## src/rtl/wiegand_pkg.sv

```systemverilog
`default_nettype none
// ============================================================================
// Package  : wiegand_pkg
// Brief    : Shared frame-length constants, FSM encoding and timing helper
// Revision : 1.0 - initial release
// ============================================================================
package wiegand_pkg;

    localparam int W26 = 26;
    localparam int W34 = 34;

    typedef enum logic [1:0] {
        IDLE = 2'd0,
        LOW  = 2'd1,
        GAP  = 2'd2,
        DONE = 2'd3
    } state_t;

    // Multiply before dividing so non-integer-MHz clocks keep their precision.
    function automatic int us_to_cycles(input longint clk_hz, input longint us);
        longint v;
        v = (clk_hz * us) / 64'sd1000000;
        return (v < 64'sd1) ? 1 : int'(v);
    endfunction

endpackage
`default_nettype wire

```

## src/rtl/wiegand_rx_param_if.sv

```systemverilog
`default_nettype none
// ============================================================================
// Interface : wiegand_rx_param_if
// Brief     : Frame presentation bus between the receiver and the CPU side
// Revision  : 1.0 - initial release
// ============================================================================
interface wiegand_rx_param_if #(
    parameter int MAX_BITS = 34
) ();

    logic [MAX_BITS-1:0] data;
    logic [6:0]          bit_cnt;
    logic                frame_valid;
    logic                frame_ack;
    logic                parity_ok;
    logic                len_err;
    logic                line_err;
    logic                overrun;
    logic                busy;

    modport master (
        output data, bit_cnt, frame_valid, parity_ok, len_err, line_err, overrun, busy,
        input  frame_ack
    );

    modport slave (
        input  data, bit_cnt, frame_valid, parity_ok, len_err, line_err, overrun, busy,
        output frame_ack
    );

endinterface
`default_nettype wire

```

## src/rtl/wiegand_line_filter.sv

```systemverilog
`default_nettype none
// ============================================================================
// Module   : wiegand_line_filter
// Brief    : Two-flop synchroniser and low-pulse width filter for one line
// Revision : 1.0 - initial release
// ============================================================================
module wiegand_line_filter #(
    parameter int FILT_CYC = 20
) (
    input  logic clk,
    input  logic rst,
    input  logic line_n,
    output logic line_low,
    output logic filt_low,
    output logic pulse_end
);

    localparam int                c_cnt_w     = $clog2(FILT_CYC + 1);
    localparam logic [c_cnt_w-1:0] c_filt_last = c_cnt_w'(FILT_CYC - 1);

    logic               r_sync1;
    logic               r_sync2;
    logic               r_prev;
    logic [c_cnt_w-1:0] r_cnt;

    always_ff @(posedge clk or negedge rst) begin
        if (!rst) begin
            r_sync1 <= 1'b1;
            r_sync2 <= 1'b1;
            r_prev  <= 1'b1;
            r_cnt   <= '0;
        end else begin
            r_sync1 <= line_n;
            r_sync2 <= r_sync1;
            r_prev  <= r_sync2;
            if (r_sync2) begin
                r_cnt <= '0;
            end else if (r_cnt != c_filt_last) begin
                r_cnt <= r_cnt + 1'b1;
            end
        end
    end

    // Qualifies on the FILT_CYC-th low cycle so a pulse of exactly FILT_CYC passes.
    assign line_low  = ~r_sync2;
    assign filt_low  = ~r_sync2 & (r_cnt == c_filt_last);
    assign pulse_end = r_sync2 & ~r_prev;

endmodule
`default_nettype wire

```

## src/rtl/wiegand_rx_param.sv

```systemverilog
`default_nettype none
// ============================================================================
// Module   : wiegand_rx_param
// Brief    : Parametrised Wiegand receiver with filtering, timeout and parity
// Revision : 1.0 - initial release
// ============================================================================
module wiegand_rx_param
    import wiegand_pkg::*;
#(
    parameter int CLK_HZ     = 1000000,
    parameter int MAX_BITS   = 34,
    parameter int MIN_BITS   = 26,
    parameter int FILT_US    = 20,
    parameter int TIMEOUT_US = 5000,
    parameter int PARITY_EN  = 1
) (
    input  logic               clk,
    input  logic               rst,
    input  logic               d0_n,
    input  logic               d1_n,
    wiegand_rx_param_if.master bus
);

    localparam int                c_filt_cyc = us_to_cycles(longint'(CLK_HZ), longint'(FILT_US));
    localparam int                c_to_cyc   = us_to_cycles(longint'(CLK_HZ), longint'(TIMEOUT_US));
    localparam int                c_to_w     = $clog2(c_to_cyc + 1);
    localparam logic [c_to_w-1:0] c_to_last  = c_to_w'(c_to_cyc - 1);
    localparam logic [6:0]        c_max_cnt  = 7'(MAX_BITS);
    localparam logic [6:0]        c_cnt_sat  = 7'(MAX_BITS + 1);
    localparam logic [6:0]        c_min_cnt  = 7'(MIN_BITS);

    logic w_d0_low, w_d0_filt, w_d0_end;
    logic w_d1_low, w_d1_filt, w_d1_end;
    logic w_any_low, w_both_low, w_all_high, w_pulse_end;

    state_t w_state_nxt;
    state_t r_state;
    logic   w_latch;
    logic   w_shift;

    logic [c_to_w-1:0]   r_to_cnt;
    logic                r_latched;
    logic                r_bit;
    logic                r_ignore;
    logic [MAX_BITS-1:0] r_buf;
    logic [6:0]          r_bit_cnt;
    logic                r_len_over;
    logic                r_line_err_acc;

    logic [MAX_BITS-1:0] r_data;
    logic [6:0]          r_cnt_out;
    logic                r_parity_ok;
    logic                r_len_err;
    logic                r_line_err;
    logic                r_frame_valid;
    logic                r_overrun;

    int   w_n;
    logic w_par_hi;
    logic w_par_lo;
    logic w_parity_ok;

    wiegand_line_filter #(.FILT_CYC(c_filt_cyc)) u_filt_d0 (
        .clk       (clk),
        .rst       (rst),
        .line_n    (d0_n),
        .line_low  (w_d0_low),
        .filt_low  (w_d0_filt),
        .pulse_end (w_d0_end)
    );

    wiegand_line_filter #(.FILT_CYC(c_filt_cyc)) u_filt_d1 (
        .clk       (clk),
        .rst       (rst),
        .line_n    (d1_n),
        .line_low  (w_d1_low),
        .filt_low  (w_d1_filt),
        .pulse_end (w_d1_end)
    );

    assign w_any_low   = w_d0_low | w_d1_low;
    assign w_both_low  = w_d0_low & w_d1_low;
    assign w_all_high  = ~w_any_low;
    assign w_pulse_end = (w_d0_end | w_d1_end) & w_all_high;

    always_ff @(posedge clk or negedge rst) begin
        if (!rst) begin
            r_state <= IDLE;
        end else begin
            r_state <= w_state_nxt;
        end
    end

    always_comb begin
        w_state_nxt = r_state;
        w_latch     = 1'b0;
        w_shift     = 1'b0;
        case (r_state)
            IDLE: begin
                if (w_any_low) w_state_nxt = LOW;
            end
            LOW: begin
                w_latch = !r_latched && !r_ignore && !w_both_low && (w_d0_filt || w_d1_filt);
                if (w_pulse_end) begin
                    w_shift = r_latched && !r_ignore;
                    // A glitch before any real bit is not a frame unless it flagged a line error.
                    w_state_nxt = (w_shift || (r_bit_cnt != 7'd0) || r_line_err_acc) ? GAP : IDLE;
                end
            end
            GAP: begin
                if (w_any_low) begin
                    w_state_nxt = LOW;
                end else if (r_to_cnt == c_to_last) begin
                    w_state_nxt = DONE;
                end
            end
            DONE:    w_state_nxt = IDLE;
            default: w_state_nxt = IDLE;
        endcase
    end

    // Leading half even, trailing half odd; only meaningful for even 4..MAX_BITS.
    always_comb begin
        w_par_hi = 1'b0;
        w_par_lo = 1'b0;
        w_n      = int'(r_bit_cnt);
        for (int i = 0; i < MAX_BITS; i++) begin
            if (i < w_n / 2) begin
                w_par_lo = w_par_lo ^ r_buf[i];
            end else if (i < w_n) begin
                w_par_hi = w_par_hi ^ r_buf[i];
            end
        end
        if (PARITY_EN == 0) begin
            w_parity_ok = 1'b1;
        end else begin
            w_parity_ok = !r_bit_cnt[0] && (r_bit_cnt >= 7'd4) && (r_bit_cnt <= c_max_cnt)
                          && !w_par_hi && w_par_lo;
        end
    end

    always_ff @(posedge clk or negedge rst) begin
        if (!rst) begin
            r_to_cnt       <= '0;
            r_latched      <= 1'b0;
            r_bit          <= 1'b0;
            r_ignore       <= 1'b0;
            r_buf          <= '0;
            r_bit_cnt      <= '0;
            r_len_over     <= 1'b0;
            r_line_err_acc <= 1'b0;
            r_data         <= '0;
            r_cnt_out      <= '0;
            r_parity_ok    <= 1'b0;
            r_len_err      <= 1'b0;
            r_line_err     <= 1'b0;
            r_frame_valid  <= 1'b0;
            r_overrun      <= 1'b0;
        end else begin
            r_to_cnt <= (r_state == GAP && !w_any_low) ? r_to_cnt + 1'b1 : '0;

            if (w_latch) begin
                r_latched <= 1'b1;
                r_bit     <= w_d1_filt;
            end else if (w_pulse_end) begin
                r_latched <= 1'b0;
            end

            if (w_both_low) begin
                r_ignore <= 1'b1;
            end else if (w_all_high) begin
                r_ignore <= 1'b0;
            end

            if (w_shift) begin
                if (r_bit_cnt < c_max_cnt) begin
                    r_buf <= {r_buf[MAX_BITS-2:0], r_bit};
                end else begin
                    r_len_over <= 1'b1;
                end
                if (r_bit_cnt != c_cnt_sat) begin
                    r_bit_cnt <= r_bit_cnt + 1'b1;
                end
            end

            if (w_both_low) begin
                r_line_err_acc <= 1'b1;
            end

            if (r_state == DONE) begin
                r_buf          <= '0;
                r_bit_cnt      <= '0;
                r_len_over     <= 1'b0;
                r_line_err_acc <= w_both_low;
                // A same-cycle ack frees the slot, so the new frame replaces the old one.
                if (!r_frame_valid || bus.frame_ack) begin
                    r_data        <= r_buf;
                    r_cnt_out     <= r_bit_cnt;
                    r_parity_ok   <= w_parity_ok;
                    r_len_err     <= r_len_over || (r_bit_cnt < c_min_cnt);
                    r_line_err    <= r_line_err_acc;
                    r_frame_valid <= 1'b1;
                    r_overrun     <= 1'b0;
                end else begin
                    r_overrun     <= 1'b1;
                end
            end else if (bus.frame_ack && r_frame_valid) begin
                r_frame_valid <= 1'b0;
                r_overrun     <= 1'b0;
            end
        end
    end

    assign bus.data        = r_data;
    assign bus.bit_cnt     = r_cnt_out;
    assign bus.frame_valid = r_frame_valid;
    assign bus.parity_ok   = r_parity_ok;
    assign bus.len_err     = r_len_err;
    assign bus.line_err    = r_line_err;
    assign bus.overrun     = r_overrun;
    assign bus.busy        = (r_state == LOW) || (r_state == GAP);

endmodule
`default_nettype wire

```

## src/flat_wrapper.sv

```systemverilog
// flat-port wrapper written by rule: the top's interface ports become plain ports
module wiegand_rx_param_flat import wiegand_pkg::*;
#(
    parameter int CLK_HZ     = 1000000,
    parameter int MAX_BITS   = 34,
    parameter int MIN_BITS   = 26,
    parameter int FILT_US    = 20,
    parameter int TIMEOUT_US = 5000,
    parameter int PARITY_EN  = 1
)
  (clk, rst, d0_n, d1_n, bus_data, bus_bit_cnt, bus_frame_valid, bus_parity_ok, bus_len_err, bus_line_err, bus_overrun, bus_busy, bus_frame_ack);
  wiegand_rx_param_if #(.MAX_BITS(MAX_BITS)) bus_i ();
  input  logic clk;
  input  logic rst;
  input  logic d0_n;
  input  logic d1_n;
  output wire logic [$bits(bus_i.data)-1:0] bus_data;
  output wire logic [$bits(bus_i.bit_cnt)-1:0] bus_bit_cnt;
  output wire logic [$bits(bus_i.frame_valid)-1:0] bus_frame_valid;
  output wire logic [$bits(bus_i.parity_ok)-1:0] bus_parity_ok;
  output wire logic [$bits(bus_i.len_err)-1:0] bus_len_err;
  output wire logic [$bits(bus_i.line_err)-1:0] bus_line_err;
  output wire logic [$bits(bus_i.overrun)-1:0] bus_overrun;
  output wire logic [$bits(bus_i.busy)-1:0] bus_busy;
  input wire logic [$bits(bus_i.frame_ack)-1:0] bus_frame_ack;
  assign bus_data = bus_i.data;
  assign bus_bit_cnt = bus_i.bit_cnt;
  assign bus_frame_valid = bus_i.frame_valid;
  assign bus_parity_ok = bus_i.parity_ok;
  assign bus_len_err = bus_i.len_err;
  assign bus_line_err = bus_i.line_err;
  assign bus_overrun = bus_i.overrun;
  assign bus_busy = bus_i.busy;
  assign bus_i.frame_ack = bus_frame_ack;
  wiegand_rx_param #(.CLK_HZ(CLK_HZ), .MAX_BITS(MAX_BITS), .MIN_BITS(MIN_BITS), .FILT_US(FILT_US), .TIMEOUT_US(TIMEOUT_US), .PARITY_EN(PARITY_EN)) u_core (.clk(clk), .rst(rst), .d0_n(d0_n), .d1_n(d1_n), .bus(bus_i));
endmodule
```

## config.mk

```make
export PLATFORM = sky130hd
export DESIGN_NAME = wiegand_rx_param_flat
export DESIGN_NICKNAME = d
export VERILOG_FILES = /design/src/rtl/wiegand_pkg.sv /design/src/rtl/wiegand_rx_param_if.sv /design/src/rtl/wiegand_line_filter.sv /design/src/rtl/wiegand_rx_param.sv /design/src/flat_wrapper.sv
export SDC_FILE = /design/constraint.sdc
export NUM_CORES = 1
export LEC_CHECK = 0
export ABC_AREA = 1
export CAP_MARGIN = 20
export CORE_UTILIZATION = 64
export DETAILED_ROUTE_END_ITERATION = 8
export PLACE_DENSITY = 0.88
export SLEW_MARGIN = 20
export SYNTH_ARGS = -nofsm -noshare
export SYNTH_HDL_FRONTEND = slang
export SYNTH_SLANG_ARGS = --single-unit
export TNS_END_PERCENT = 5
```

## constraint.sdc

```tcl
create_clock -name clk -period 4.5 [get_ports clk]
set_clock_uncertainty 0.05 [all_clocks]
set_input_delay 0.675 -clock clk [delete_from_list [all_inputs] [get_ports clk]]
set_output_delay 0.675 -clock clk [all_outputs]
set_load 0.02 [all_outputs]
```

==> summary.txt <==
Run status
  – Status: finished clean

Floorplan
  – CORE AREA: 0.0104 sq mm
  – Ports: 52
  – Die Wd: 106 um
  – Die area: 0.0112 sq mm
  – Initial Utilization: 0.664
  – Num rows: 37
  – Die Height: 106 um

Drt
  – 1st-iter DRT viols: 688
  – Routed Wire Length: 18.7 mm
  – DR WL/cell: 16.9 um
  – Vias: 6393
  – Drt drc: 0
  – Pre-antenna DRT Iters: 5
  – Vias per cell: 5.79
  – Antenna-violating nets left: 0

Synthesis
  – Synth Instances: 910
  – Synth top cells by count: nand2_1 (216), dfrtp_1 (117), inv_1 (109), o21ai_0 (100), nand3_1 (92)
  – Cell type with the largest total area after synthesis: dfrtp_1
  – Top FF cell, synth: dfrtp_1
  – Top cells by area in the synthesized netlist: dfrtp_1 (42%), nand2_1 (12%), o21ai_0 (7.2%)
  – Yosys cell types: 45
  – Post-Syn Nets: 927
  – Avg Inst Size Synth: 7.60 sq um
  – Register bit total from synthesis: 123
  – Synth Cell Area: 0.00692 sq mm
  – Post-synth EDFFs: 0
  – Share of the yosys chip area belonging to registers: 0.446
  – Ys async rst share: 1.00
  – Post-synth top area share: 0.423
  – Most frequent cell after synthesis: nand2_1
  – YS warnings: 0

Placed design
  – Detailed Place HPWL: 12.8 mm
  – Gpl congestion: 1.01
  – Input/output buffers: 51
  – Cells after DPL: 1073

CTS
  – Clk_lat worst skew: 0.52 ns
  – Num CTS Buffers: 17
  – Setup Buffers After CTS: 0
  – Clock Pin Slew Worst Setup and Hold Paths: 0.06 ns
  – H-tree levels: 4
  – CTS tree: yes
  – Hold Buf Count CTS: 0
  – CTS resizes: 0
  – CTS root buffer: clkbuf_8
  – Clock Tree Buf Depth: 2
  – Clk sinks: 123

Setup path
  – Worst-path cell chain: inv_1 -> o22ai_1 -> nand2_1 -> nor3_1 -> inv_1 -> nor2_2 -> buf_4 -> inv_1 -> nand2_1 -> inv_1 -> nand2_1 -> o31ai_1
  – Buf/Inv on CP: 5
  – Critical path data required time: 4.84 ns
  – Worst path arrival time: 3.60 ns
  – CP endpoint kind: flip-flop
  – CP top delay family: simple AND/OR/NAND/NOR gates
  – Reg2Reg Depth: 12
  – Critical Path Stages: 12
  – CP peak stage delay: 0.69 ns
  – CP Max Fanout: 33
  – CP Class: flip-flop to flip-flop
  – Crit-path slowest cell: nand2_1
  – Critical path's most frequent cell: inv_1
  – Critical Path Source Type: flip-flop

STA
  – Worst-margin pin slew: 0.903 ns
  – Setup_tns: 0 ns
  – # setup viols final: 0
  – FMAX: 306 MHz
  – Relative slew margins: 0.397
  – Fin. Hold Viols: 0
  – Max Transition Viols Final: 0
  – Fin crit share: 0.725
  – Unrepaired setup endpoints after global routing: false
  – Hold slack: 0.0891 ns
  – Crit path time final: 3.26 ns

Power and ir drop
  – Maximum vdd drop: 269 uV
  – Leak pwr: 0.00367 uW
  – Pwr/cell area: 351 mW/mm^2

Finish
  – P&R area growth vs syn: 16.3%
  – NumNets Final: 973
  – N_diodes: 0
  – Filler cell count: 736
  – Non-Filler Instances: 1104
  – Layout cell share with drive strength beyond 1: 0.100

Global route
  – Vias in the first global route: 6104
  – Global route total overflow: 0
  – Total GRT Usage: 0.358
  – Initial antenna violation count: 0
  – Largest net degree at the start of global routing: 45
  – First-pass GRT wire length: 30.6 mm

Run
  – Max-cap violation count: 0

Worst hold path
  – Hold WC Path Type: input port to async pin
[registers in the layout, summed over array words and instances, names as in the netlist, 2 cells and up]
signal and count:
u_core.r_bit_cnt 7, u_core.bus.bit_cnt 7, u_core.r_buf 34, u_core.r_to_cnt 13
u_core.bus.data 34, u_core.r_state 2, u_core.u_filt_d0.r_cnt 5, u_core.u_filt_d1.r_cnt 5
[metrics by stage]
stage,area (sq um),util,setup WS [ns],total power (uW)
finish,8050,0.772,1.24,2820
global placement,7480,0.718,1.55,1520
CTS,8050,0.772,1.28,2830
global route,8050,0.772,0.940,2920
floorplan,6920,-,2.34,1400
detailed placement,7480,0.718,1.41,1530
[cell type report]
cell class              count  area, sq um  area share
flip-flops and latches    123         3090       0.383
multi-input cells         636         3220       0.400
clock inverters            14          149      0.0185
repair buffers             56          546      0.0678
well taps                 136          170      0.0211
clock buffers              17          414      0.0515
inverters                 122          463      0.0575
[final timing paths]
check	end	startpoint	slack, ns
setup / recovery	u_core.r_buf[9]	u_core.u_filt_d0.r_sync2	1.24
hold / removal	u_core.u_filt_d1.r_cnt[0]	rst	0.09
setup reg to reg	u_core.r_buf[9]	u_core.u_filt_d0.r_sync2	1.24
hold reg to reg	u_core.u_filt_d1.r_sync2	u_core.u_filt_d1.r_sync1	0.31
max in group asynchronous	u_core.r_buf[8]	rst	3.39
min in group clk	u_core.u_filt_d1.r_sync2	u_core.u_filt_d1.r_sync1	0.31
[report_power, final]
group	switching (uW)	internal, uW	total [uW]
sequential	32.8	1150	1180
clock	518	786	1300
combinational	231	106	337
total	782	2040	2820
[placed cells by master, fill, tap and decap left out, types with 4 or more instances in the layout]
| master | count |
|---|---|
| nor2_1 | 73 |
| xor2_1 | 15 |
| clkinvlp_4 | 4 |
| nand2_1 | 215 |
| a21oi_1 | 21 |
| o21ai_1 | 10 |
| nor3_1 | 12 |
| dfrtp_1 | 117 |
| inv_1 | 109 |
| clkdlybuf4s50_1 | 50 |
| nand4_1 | 9 |
| nor2_2 | 11 |
| clkbuf_16 | 16 |
| nor2_4 | 5 |
| xnor2_1 | 8 |
| nand3b_1 | 4 |
| o21ai_0 | 100 |
| nand2_2 | 13 |
| buf_4 | 6 |
| nand3_1 | 92 |
| ha_1 | 12 |
| dfstp_2 | 6 |
| inv_2 | 10 |
| o31ai_1 | 4 |
[layer usage]
layer  vias up  global-route usage  share of wire
met5         -                   0              0
met1      2965               0.485           0.42
met2       340               0.556           0.45
li1       3027                   -              -
met3        61              0.0815          0.093
met4         0               0.154          0.035
[cell families after synthesis]
kind of cell             count (synthesis)  synth area share
AO/OA/AOI/OAI                          152             0.119
adder cells (fa/ha/maj)                 12            0.0217
XOR/XNOR                                25            0.0338
buffers and inverters                  151            0.0895
AND/OR/NAND/NOR                        447             0.290
flip-flops                             123             0.446
[worst register-to-register path, delay by kind of cell (launching register included)]
kind | cells | cell delay [ns]
simple gates | 5 | 1.27
buf+inv | 5 | 0.99
flops | 1 | 0.56
compound gates | 2 | 0.25
Note: power is estimated with default switching activity, not from simulation.
